File: src/rtl/radio_pll_responder.sv
// Radio-domain responder for the timing-engine PLL/RX handshake: models PLL settle
// and RX ramp delays, reports lock, the tArstFs timer-reset pulse, RX readiness and misuse.
module radio_pll_responder #(
   parameter int SETTLE_CYCLES = 16,
   parameter int RXRAMP_CYCLES = 4,
   parameter int CNT_W         = 8
) (
   input  logic ck,
   input  logic arst,
   input  logic isolateIn,
   input  logic radioEnable,
   input  logic radioRxEn,
   output logic pllSettled,
   output logic tArstFs,
   output logic rxReady,
   output logic rxErr
);

   typedef enum logic [2:0] {
      ST_IDLE   = 3'd0,
      ST_SETTLE = 3'd1,
      ST_LOCKED = 3'd2,
      ST_RAMP   = 3'd3,
      ST_RX     = 3'd4
   } state_t;

   // Counter load values: the state is left on the edge after the counter reads zero.
   localparam logic [CNT_W-1:0] SETTLE_LOAD = CNT_W'(SETTLE_CYCLES - 1);
   localparam logic [CNT_W-1:0] RXRAMP_LOAD = CNT_W'(RXRAMP_CYCLES - 1);

   state_t           state_q, state_d;
   logic [CNT_W-1:0] cnt_q, cnt_d;
   logic             pll_q, pll_d;
   logic             tarst_q, tarst_d;
   logic             ready_q, ready_d;
   logic             err_q, err_d;

   // Isolation clamps both requests so a powered-down requester reads as idle.
   logic en, rx;
   assign en = radioEnable & ~isolateIn;
   assign rx = radioRxEn & ~isolateIn;

   always_comb begin
      state_d = state_q;
      cnt_d   = cnt_q;
      case (state_q)
         ST_IDLE: begin
            if (en) begin
               state_d = ST_SETTLE;
               cnt_d   = SETTLE_LOAD;
            end
         end
         ST_SETTLE: begin
            if (!en) begin
               state_d = ST_IDLE;
               cnt_d   = '0;
            end else if (cnt_q == '0) begin
               state_d = ST_LOCKED;
            end else begin
               cnt_d = cnt_q - 1'b1;
            end
         end
         ST_LOCKED: begin
            if (!en) begin
               state_d = ST_IDLE;
               cnt_d   = '0;
            end else if (rx) begin
               state_d = ST_RAMP;
               cnt_d   = RXRAMP_LOAD;
            end
         end
         ST_RAMP: begin
            if (!en) begin
               state_d = ST_IDLE;
               cnt_d   = '0;
            end else if (!rx) begin
               state_d = ST_LOCKED;
               cnt_d   = '0;
            end else if (cnt_q == '0) begin
               state_d = ST_RX;
            end else begin
               cnt_d = cnt_q - 1'b1;
            end
         end
         ST_RX: begin
            if (!en) begin
               state_d = ST_IDLE;
               cnt_d   = '0;
            end else if (!rx) begin
               state_d = ST_LOCKED;
            end
         end
         default: begin
            state_d = ST_IDLE;
            cnt_d   = '0;
         end
      endcase
   end

   // Outputs are decoded from the next state so they change on the same edge as the FSM.
   always_comb begin
      pll_d   = (state_d == ST_LOCKED) || (state_d == ST_RAMP) || (state_d == ST_RX);
      ready_d = (state_d == ST_RX);
      tarst_d = (state_q == ST_SETTLE) && (state_d == ST_LOCKED);
      err_d   = err_q | (rx & ((state_q == ST_IDLE) || (state_q == ST_SETTLE)));
   end

   always_ff @(posedge ck) begin
      if (arst) begin
         state_q <= ST_IDLE;
         cnt_q   <= '0;
         pll_q   <= 1'b0;
         tarst_q <= 1'b0;
         ready_q <= 1'b0;
         err_q   <= 1'b0;
      end else begin
         state_q <= state_d;
         cnt_q   <= cnt_d;
         pll_q   <= pll_d;
         tarst_q <= tarst_d;
         ready_q <= ready_d;
         err_q   <= err_d;
      end
   end

   assign pllSettled = pll_q;
   assign tArstFs    = tarst_q;
   assign rxReady    = ready_q;
   assign rxErr      = err_q;

endmodule
File: config.mk
export PLATFORM = sky130hd
export DESIGN_NAME = radio_pll_responder
export DESIGN_NICKNAME = d
export VERILOG_FILES = /design/src/rtl/radio_pll_responder.sv
export SDC_FILE = /design/constraint.sdc
export NUM_CORES = 1
export LEC_CHECK = 0
export ABC_CLOCK_PERIOD_IN_PS = 2600
export BUFFER_PORTS_ARGS = -buffer_cell sky130_fd_sc_hd__buf_2
export CAP_MARGIN = 5
export CORE_UTILIZATION = 50
export CTS_CLUSTER_DIAMETER = 120
export DETAILED_ROUTE_END_ITERATION = 8
export HOLD_SLACK_MARGIN = 0.06
export PLACE_DENSITY = 0.71
export REMOVE_ABC_BUFFERS = 1
export SYNTH_ARGS = -nofsm -noshare
export SYNTH_HDL_FRONTEND = slang
export SYNTH_SLANG_ARGS = --single-unit
File: constraint.sdc
create_clock -name ck -period 2.6 [get_ports ck]
set_input_delay 0 -clock ck [delete_from_list [all_inputs] [get_ports ck]]
set_output_delay 0 -clock ck [all_outputs]
set_load 0.005 [all_outputs]
[After elaboration in Yosys (flattened, before gate mapping)]
Cells that the tools add are included.
Storage, ports and cells
  register bits: 15
  output and inout bits: 4
  logic and storage cells: 49
Cells by class
  add/sub/neg operators: 1
  eq/ne operators: 10
  mux-type cells: 20
  bitwise logic cells: 5
  reduce and logical (&&, ||, !) cells: 7
Operator list (number)
  8-bit two-way mux: 8
  8-bit case mux with 5 select lines: 1
  3-bit two-way mux: 10
  3-bit case mux with 5 select lines: 1
  3-bit by 2-bit == test with 1-bit output (second input constant): 4
  8-bit zero test: 1
  8-bit by 1-bit subtractor with 8-bit output (second input constant): 1
  3-bit == test (second input constant): 2
  2-bit != test (second input constant): 2
  1-bit AND: 3
  3-bit by 1-bit == test with 1-bit output (second input constant): 1
  3-bit zero test: 1
  1-bit logical OR: 3
  3-bit != test (second input constant): 1
  3-bit AND reduction: 1
  1-bit logical AND: 1
  1-bit inverter: 1
  1-bit OR: 1

[Depth between registers and ports, before layout]
Gate-level depths: netlist of run 1.
  depth in word-level cells: 8
  gate-level depth with buffers: 7
  gate-level depth less buffers: 7

[Worst setup path before layout of run 1]
OpenSTA, ideal clock, no wires.
  path type: register -> register
  from: reg cnt_q[0]
  to: reg pll_q (netlist: pllSettled)
  setup time: 120 ps
  arrival: 1999 ps
  data required time: 2480 ps
  setup slack: 481 ps
  stages on the path, launching flop included: 7
  period minus slack after synthesis: 2119 ps
  cells stage by stage: dfxtp_1 > inv_1 > ha_1 > or4b_4 > or4_4 > o311a_1 > or2_1
On the way
  word-level cells in the longest chain between the ends: 8
  elaborated cells on any way between the ends: 12
RTL lines
  start: declaration: RTL line 32  | logic [CNT_W-1:0] cnt_q, cnt_d;
  start signal: assignment: RTL line 118  | cnt_q <= cnt_d;
  8-bit zero test *: RTL line 57, 79
  3-bit two-way mux: RTL line 79  | end else if (cnt_q == '0) begin
  3-bit two-way mux: RTL line 76  | end else if (!rx) begin
  3-bit two-way mux: RTL line 73  | if (!en) begin
  3-bit case mux with 5 select lines *: RTL line 46  | case (state_q)
  3-bit by 2-bit == test with 1-bit output: RTL line 102  | pll_d = (state_d == ST_LOCKED) || (state_d == ST_RAMP) || (state_d == ST_RX);
  1-bit logical OR: RTL line 102
  1-bit logical OR *: RTL line 102
  end signal: assignment: RTL line 119  | pll_q <= pll_d;
  end: declaration: RTL line 33  | logic pll_q, pll_d;
Every way passes the cells marked *; elsewhere a longest branch is shown, timed or not.
A chain may end at the register's enable or synchronous reset.

[Worst setup path after layout of run 1]
  from: reg cnt_q[1]
  to: reg pll_q (netlist: pllSettled)
Same word-level chain as after synthesis.

==> impl_metrics.csv, run 1 <==
group,metric,value,unit
sta,skew,0.001833,ns
sta,hold_ws,0.06333,ns
route,ant_nets,0,
die,rows,14,
critical_path,worstRegToRegCells,6,
sta,tns,0,ns
route,vias_per_cell,6.015,
flow_run,maxCapViolations,0,
power,p_sw_share,28.32,%
place,dp_cells,125,
place,gp_congestion,0.7810,
sta,tightest_slew,0.6645,ns
power,p_int,0.3473,mW
hold_path,whs_path_depth,2,
finish,multiInputGateArea,510.5,um2
power,irDropWorstVdd,296.6,uV
power,power_density,493.3,mW/mm2
finish,fin_util,63.72,%
finish,drive_gt1_share,17.09,%
critical_path,r2r-start,"cnt_q[1]",
grt,grt_pass1_wl,3008,um
synth,netlist_instances,102,
finish,final_common_cell,"dfxtp_1",
cts,hold_buffers,4,
cts,postCtsResizedCells,0,
power,p_switching,0.1372,mW
grt,grt_use_met1,30.47,%
grt,met2_usage,31.94,%
synth,ys_ff_latch,15,
sta,period_share,86.59,%
finish,regArea,300.3,um2
power,power_leakage,0.3920,nW
cts,cts_root_buf,"clkbuf_4",
place,dp_hpwl,1267,um
critical_path,path_buf_inv,1,
die,die_height,43.28,um
sta,max_freq,0.4442,GHz
grt,grt_pass1_vias,702,
die,start_util,55.28,%
grt,grt_max_degree,14,
sta,period_minus_slack,2.251,ns
critical_path,reg2reg_slack,0.35,ns
synth,synth-seq-area-share,35.24,%
cts,clk_pin_slew,0.09,ns
critical_path,crit_family,"simple AND/OR/NAND/NOR gates",
power,power,0.4845,mW
critical_path,crit_slowest_cell,"or4b_4",
cts,postCtsSetupBuffers,0,
finish,nFillCells,136,
hold_path,hold_class,"in2reg",
grt,grt_use_met3,3.830,%
finish,final_cells,133,
finish,nets,125,
synth,avgSynthCellArea,8.354,um2
hold_path,hp-start,"radioEnable",
synth,synth_area,852.1,um2
finish,antenna_cells,0,
critical_path,crit_chain,"inv_1, ha_1, or4b_4, or4_4, o311a_1, or2_1",
power,pwr-share-clk,26.9,%
cts,htreeDepth,1,
die,fp.coreArea,0.001541,mm2
cts,cts_tree,"done",
grt,gr-total-overflow,0,
sta,drv_slew,0,
cts,cts.sinks,15,
critical_path,worst_setup_path_start_kind,"flip-flop",
cts,clockBufferDepth,2,
critical_path,critical_path_class,"reg2reg",
power,pwr-share-comb,21.7,%
route,vias,800,
route,drc,0,
grt,grt_busiest_layer,"met2",
die,die_area,0.001873,mm2
critical_path,required,2.77,ns
die,ios,9,
critical_path,r2r_end,"pllSettled",
finish,syn2layout_area_growth,15.27,%
sta,slew_headroom,55.36,%
cts,cts_made_buffers,3,
grt,grt_usage,21.41,%
grt,antenna_found_initial,0,
critical_path,crit_path_max_fanout,5,
finish,mostFrequentLayoutCells,"15 x dfxtp_1, 10 x nor2_1, 9 x nand2_1",
sta,setup_viol,0,
power,power_frac_seq,51.4,%
sta,hold_viol,0,
status,status,"complete, no violations",
critical_path,arrival,2.42,ns
sta,rsz0062_at_grt,"no",
route,drt_wl_total,1726,um
critical_path,cp_slowest_stage_delay,0.48,ns
route,drt-initial-drc-count,24,
hold_path,hold_end,"rxReady",
route,drt_first_pass_iters,5,
die,die_w,43.28,um
route,wire_per_inst,12.98,um
synth,ys_types,33,
critical_path,crit_path_end_kind,"flip-flop",
synth,synth_warnings,0,
place,port_buffers,8,
cts,insertion_delay,0.27,ns
-- layout make-up --
type,instances,area share (%)
Sequential cell,15,30.57
Inverter,8,3.057
Tap cell,16,2.038
Timing Repair Buffer,14,9.682
Clock buffer,4,2.675
Multi-Input combinational cell,76,51.97
-- cell usage after synthesis --
cell / instances / share of area (%)
a211o_1: 1 / 1.0
nand2_1: 9 / 4.0
dfxtp_1: 15 / 35
nand3_1: 1 / 0.59
and4bb_2: 2 / 2.9
or2_1: 1 / 0.73
a221o_1: 1 / 1.2
nor2_1: 10 / 4.4
o31ai_2: 1 / 1.5
o31ai_1: 1 / 0.88
nor4_2: 1 / 1.5
or4_4: 1 / 1.3
or4b_4: 1 / 1.6
or3b_2: 1 / 1.0
nor4_1: 2 / 1.5
or3_1: 3 / 2.2
a32o_1: 1 / 1.2
a31oi_1: 4 / 2.9
inv_1: 8 / 3.5
ha_1: 2 / 2.9
o22ai_1: 1 / 0.73
a32oi_1: 1 / 1.0
a311oi_1: 3 / 3.1
o211a_1: 1 / 1.2
nand2b_1: 3 / 2.2
xor2_1: 1 / 1.0
clkbuf_1: 3 / 1.3
nor2b_1: 4 / 2.9
a211oi_1: 4 / 3.5
a21oi_1: 3 / 1.8
a2111oi_0: 2 / 2.1
nor3_1: 8 / 4.7
o311a_1: 2 / 2.3
-- metal layers --
metal | share of wire (%) | up-vias
li1 | - | 415
met1 | 51 | 358
met2 | 43 | 23
met3 | 4.6 | 4
met4 | 1.3 | 0
met5 | 0 | -
-- power groups by stage --
stage	clock network, mW	registers (mW)	logic [mW]
2_1_floorplan	0	0.252	0.0724
6_report	0.130	0.249	0.105
3_5_place_dp	0	0.254	0.0994
3_3_place_gp	0	0.254	0.0986
5_1_grt	0.148	0.251	0.119
4_1_cts	0.134	0.249	0.105
-- cells by family after synthesis --
group | count (synthesis) | synth area share (%)
AOI/OAI and AO/OA | 26 | 24.38
xor gates and xnor gates | 1 | 1.028
adders and majority gates | 2 | 2.936
buffers and inverters | 11 | 4.846
DFF | 15 | 35.24
and+or+nand+nor | 47 | 31.57
-- per-stage QoR --
step                area, um2  worst slack [ns]
finish                  982.2            0.3487
detailed placement      915.9            0.3671
global route            982.2            0.2579
global placement        915.9            0.4354
CTS                     982.2            0.3463
floorplan               840.8            0.4808
-- sequential cells by signal (all words and copies together), names as in the netlist --
register	cells
cnt_q	8
pllSettled	1
rxErr	1
rxReady	1
state_q	3
tArstFs	1
-- how the worst max path moves through the flow --
stage                     startpoint    endpoint  cells after the start
after global placement      cnt_q[0]  pllSettled                      6
final                       cnt_q[1]  pllSettled                      6
after global routing        cnt_q[0]  pllSettled                      6
after CTS                   cnt_q[0]  pllSettled                      6
after floorplan             cnt_q[0]  pllSettled                      6
after detailed placement    cnt_q[0]  pllSettled                      6
Note: power is estimated with default switching activity, not from simulation.
==> run 2, diff against run 1 <==
Settings changed: RECOVER_POWER set to 50.
==> run 2 against run 1 <==
  * Hold slack got worse by 0.0013 ns
  * First-iteration DRC count fell by 4.2%
  * Critical path type unchanged
  * Core utilization decreased by 0.97 points
  * Count of clock-buffer cells in the layout did not move
  * Register-to-register slack is essentially flat
  * Clock skew rose by 0.0013 ns
  * Total power down 1.1%
  * Die area unchanged
  * Clock power about the same
==> impl_metrics.csv, run 2 (synthesis gave the netlist of run 1 again) <==
group,metric,value,unit
sta,setup_ws,0.3502,ns
hold_path,hold_class,"in2reg",
route,drc,0,
sta,hold_ws,0.06204,ns
die,ios,9,
critical_path,arrival,2.42,ns
flow_run,maxCapViolations,0,
power,power_leakage,0.3823,nW
die,die_height,43.28,um
cts,cts_tree,"done",
cts,clockBufferDepth,2,
sta,hold_viol,0,
grt,grt_max_degree,14,
place,dpl_cell_area,915.9,um2
finish,antenna_cells,0,
cts,htreeDepth,1,
sta,period_minus_slack,2.250,ns
grt,gr-total-overflow,0,
power,pwr-share-clk,27.3,%
cts,clk_pin_slew,0.09,ns
finish,drive_gt1_share,13.68,%
finish,mostFrequentLayoutCells,"15 x dfxtp_1, 10 x nor2_1, 9 x nand2_1, 8 x inv_1, 8 x nor3_1",
place,dp_cells,125,
route,vias,803,
critical_path,r2r-start,"cnt_q[1]",
sta,skew,0.003110,ns
sta,tns,0,ns
route,wire_per_inst,13.18,um
grt,grt_pass1_vias,702,
sta,rsz0062_at_grt,"no",
power,p_int,0.3418,mW
die,rows,14,
grt,grt_pass1_wl,3008,um
finish,final_area,967.2,um2
critical_path,worstSetupEndpoint,"pllSettled",
finish,syn2layout_area_growth,13.51,%
route,vias_per_cell,6.038,
die,fp.coreArea,0.001541,mm2
power,p_switching,0.1376,mW
critical_path,crit_path_end_kind,"flip-flop",
sta,drv_slew,0,
finish,final_cells,133,
power,p_sw_share,28.70,%
sta,period_share,86.53,%
critical_path,crit_path_max_fanout,5,
die,start_util,55.28,%
sta,max_freq,0.4445,GHz
critical_path,worstRegToRegCells,6,
die,die_area,0.001873,mm2
cts,insertion_delay,0.28,ns
route,drt-initial-drc-count,23,
finish,top_register,"cnt_q",
cts,cts_made_buffers,3,
critical_path,required,2.77,ns
place,port_buffers,8,
finish,largest_reg_flops,8,
die,die_w,43.28,um
finish,reg_top3,"cnt_q x8, state_q x3",
sta,setup_viol,0,
sta,slew_headroom,54.90,%
power,irDropWorstVdd,298.5,uV
critical_path,r2r_end,"pllSettled",
critical_path,reg2reg_slack,0.35,ns
route,ant_nets,0,
sta,tightest_slew,0.6713,ns
cts,postCtsSetupBuffers,0,
finish,nets,125,
grt,antenna_found_initial,0,
power,pwr-share-comb,20.9,%
critical_path,critical_path_class,"reg2reg",
cts,postCtsResizedCells,0,
cts,cts_root_buf,"clkbuf_4",
route,drt_first_pass_iters,4,
power,power_density,495.7,mW/mm2
critical_path,worst_setup_path_start_kind,"flip-flop",
status,status,"complete, no violations",
route,drt_wl_total,1753,um
cts,cts.sinks,15,
power,power,0.4794,mW
place,pre_cts_ws,0.3671,ns
finish,final_common_cell,"dfxtp_1",
grt,grt_usage,21.41,%
finish,fin_util,62.74,%
power,power_frac_seq,51.8,%
critical_path,startpoint,"cnt_q[1]",
place,gp_congestion,0.7810,
place,dp_hpwl,1267,um
[run 2: cell count changes in the layout (fill, tap and decap cells not counted), sizes merged]
cell	change
buf	-2
clkbuf	+2
[run 2: final cells by class]
| cell class | count | area [um2] |
|---|---|---|
| clock buffers | 4 | 26.28 |
| flip-flops and latches | 15 | 300.3 |
| inverters | 8 | 30.03 |
| multi-input cells | 76 | 500.5 |
| well taps | 16 | 20.02 |
| fillers | 140 | 574.3 |
| repair buffers | 14 | 90.09 |
[run 2: power groups by stage]
stage               sequential, mW  combinational, mW  clock [mW]
finish                       0.249              0.100       0.131
global route                 0.250              0.113       0.148
CTS                          0.249              0.105       0.134
detailed placement           0.254             0.0994           0
global placement             0.254             0.0986           0
floorplan                    0.252             0.0724           0
[run 2: what timing repair did]
action / in CTS / in global routing
hold buffers: 4 / 0
setup endpoints to repair: 0 / 0
hold endpoints to repair: 4 / 0
[run 2: critical path, cell delays in order (launching register included)]
cell	delay, ns
dfxtp_1	0.36
inv_1	0.09
ha_1	0.16
or4b_1	0.47
or4_4	0.48
o311a_1	0.36
or2_1	0.22
[run 2: routing by layer]
| layer | part of all wire [%] | GRT usage [%] | wire length, um |
|---|---|---|---|
| met4 | 1.1 | 7.879 | 19 |
| met5 | 0 | 0 | 0 |
| met1 | 52 | 30.47 | 918 |
| met2 | 43 | 31.94 | 751 |
| met3 | 3.6 | 3.830 | 63 |
[run 2: worst min-delay path by stage]
stage	startpoint	slack (ns)	endpoint	cells after the start
after global placement	radioRxEn	0.26	rxErr	3
final	radioEnable	0.06	rxReady	2
after global routing	radioEnable	0.06	rxReady	2
after detailed placement	radioRxEn	0.27	rxErr	3
after CTS	radioEnable	0.06	rxReady	2
after floorplan	arst	0.07	cnt_q[4]	1
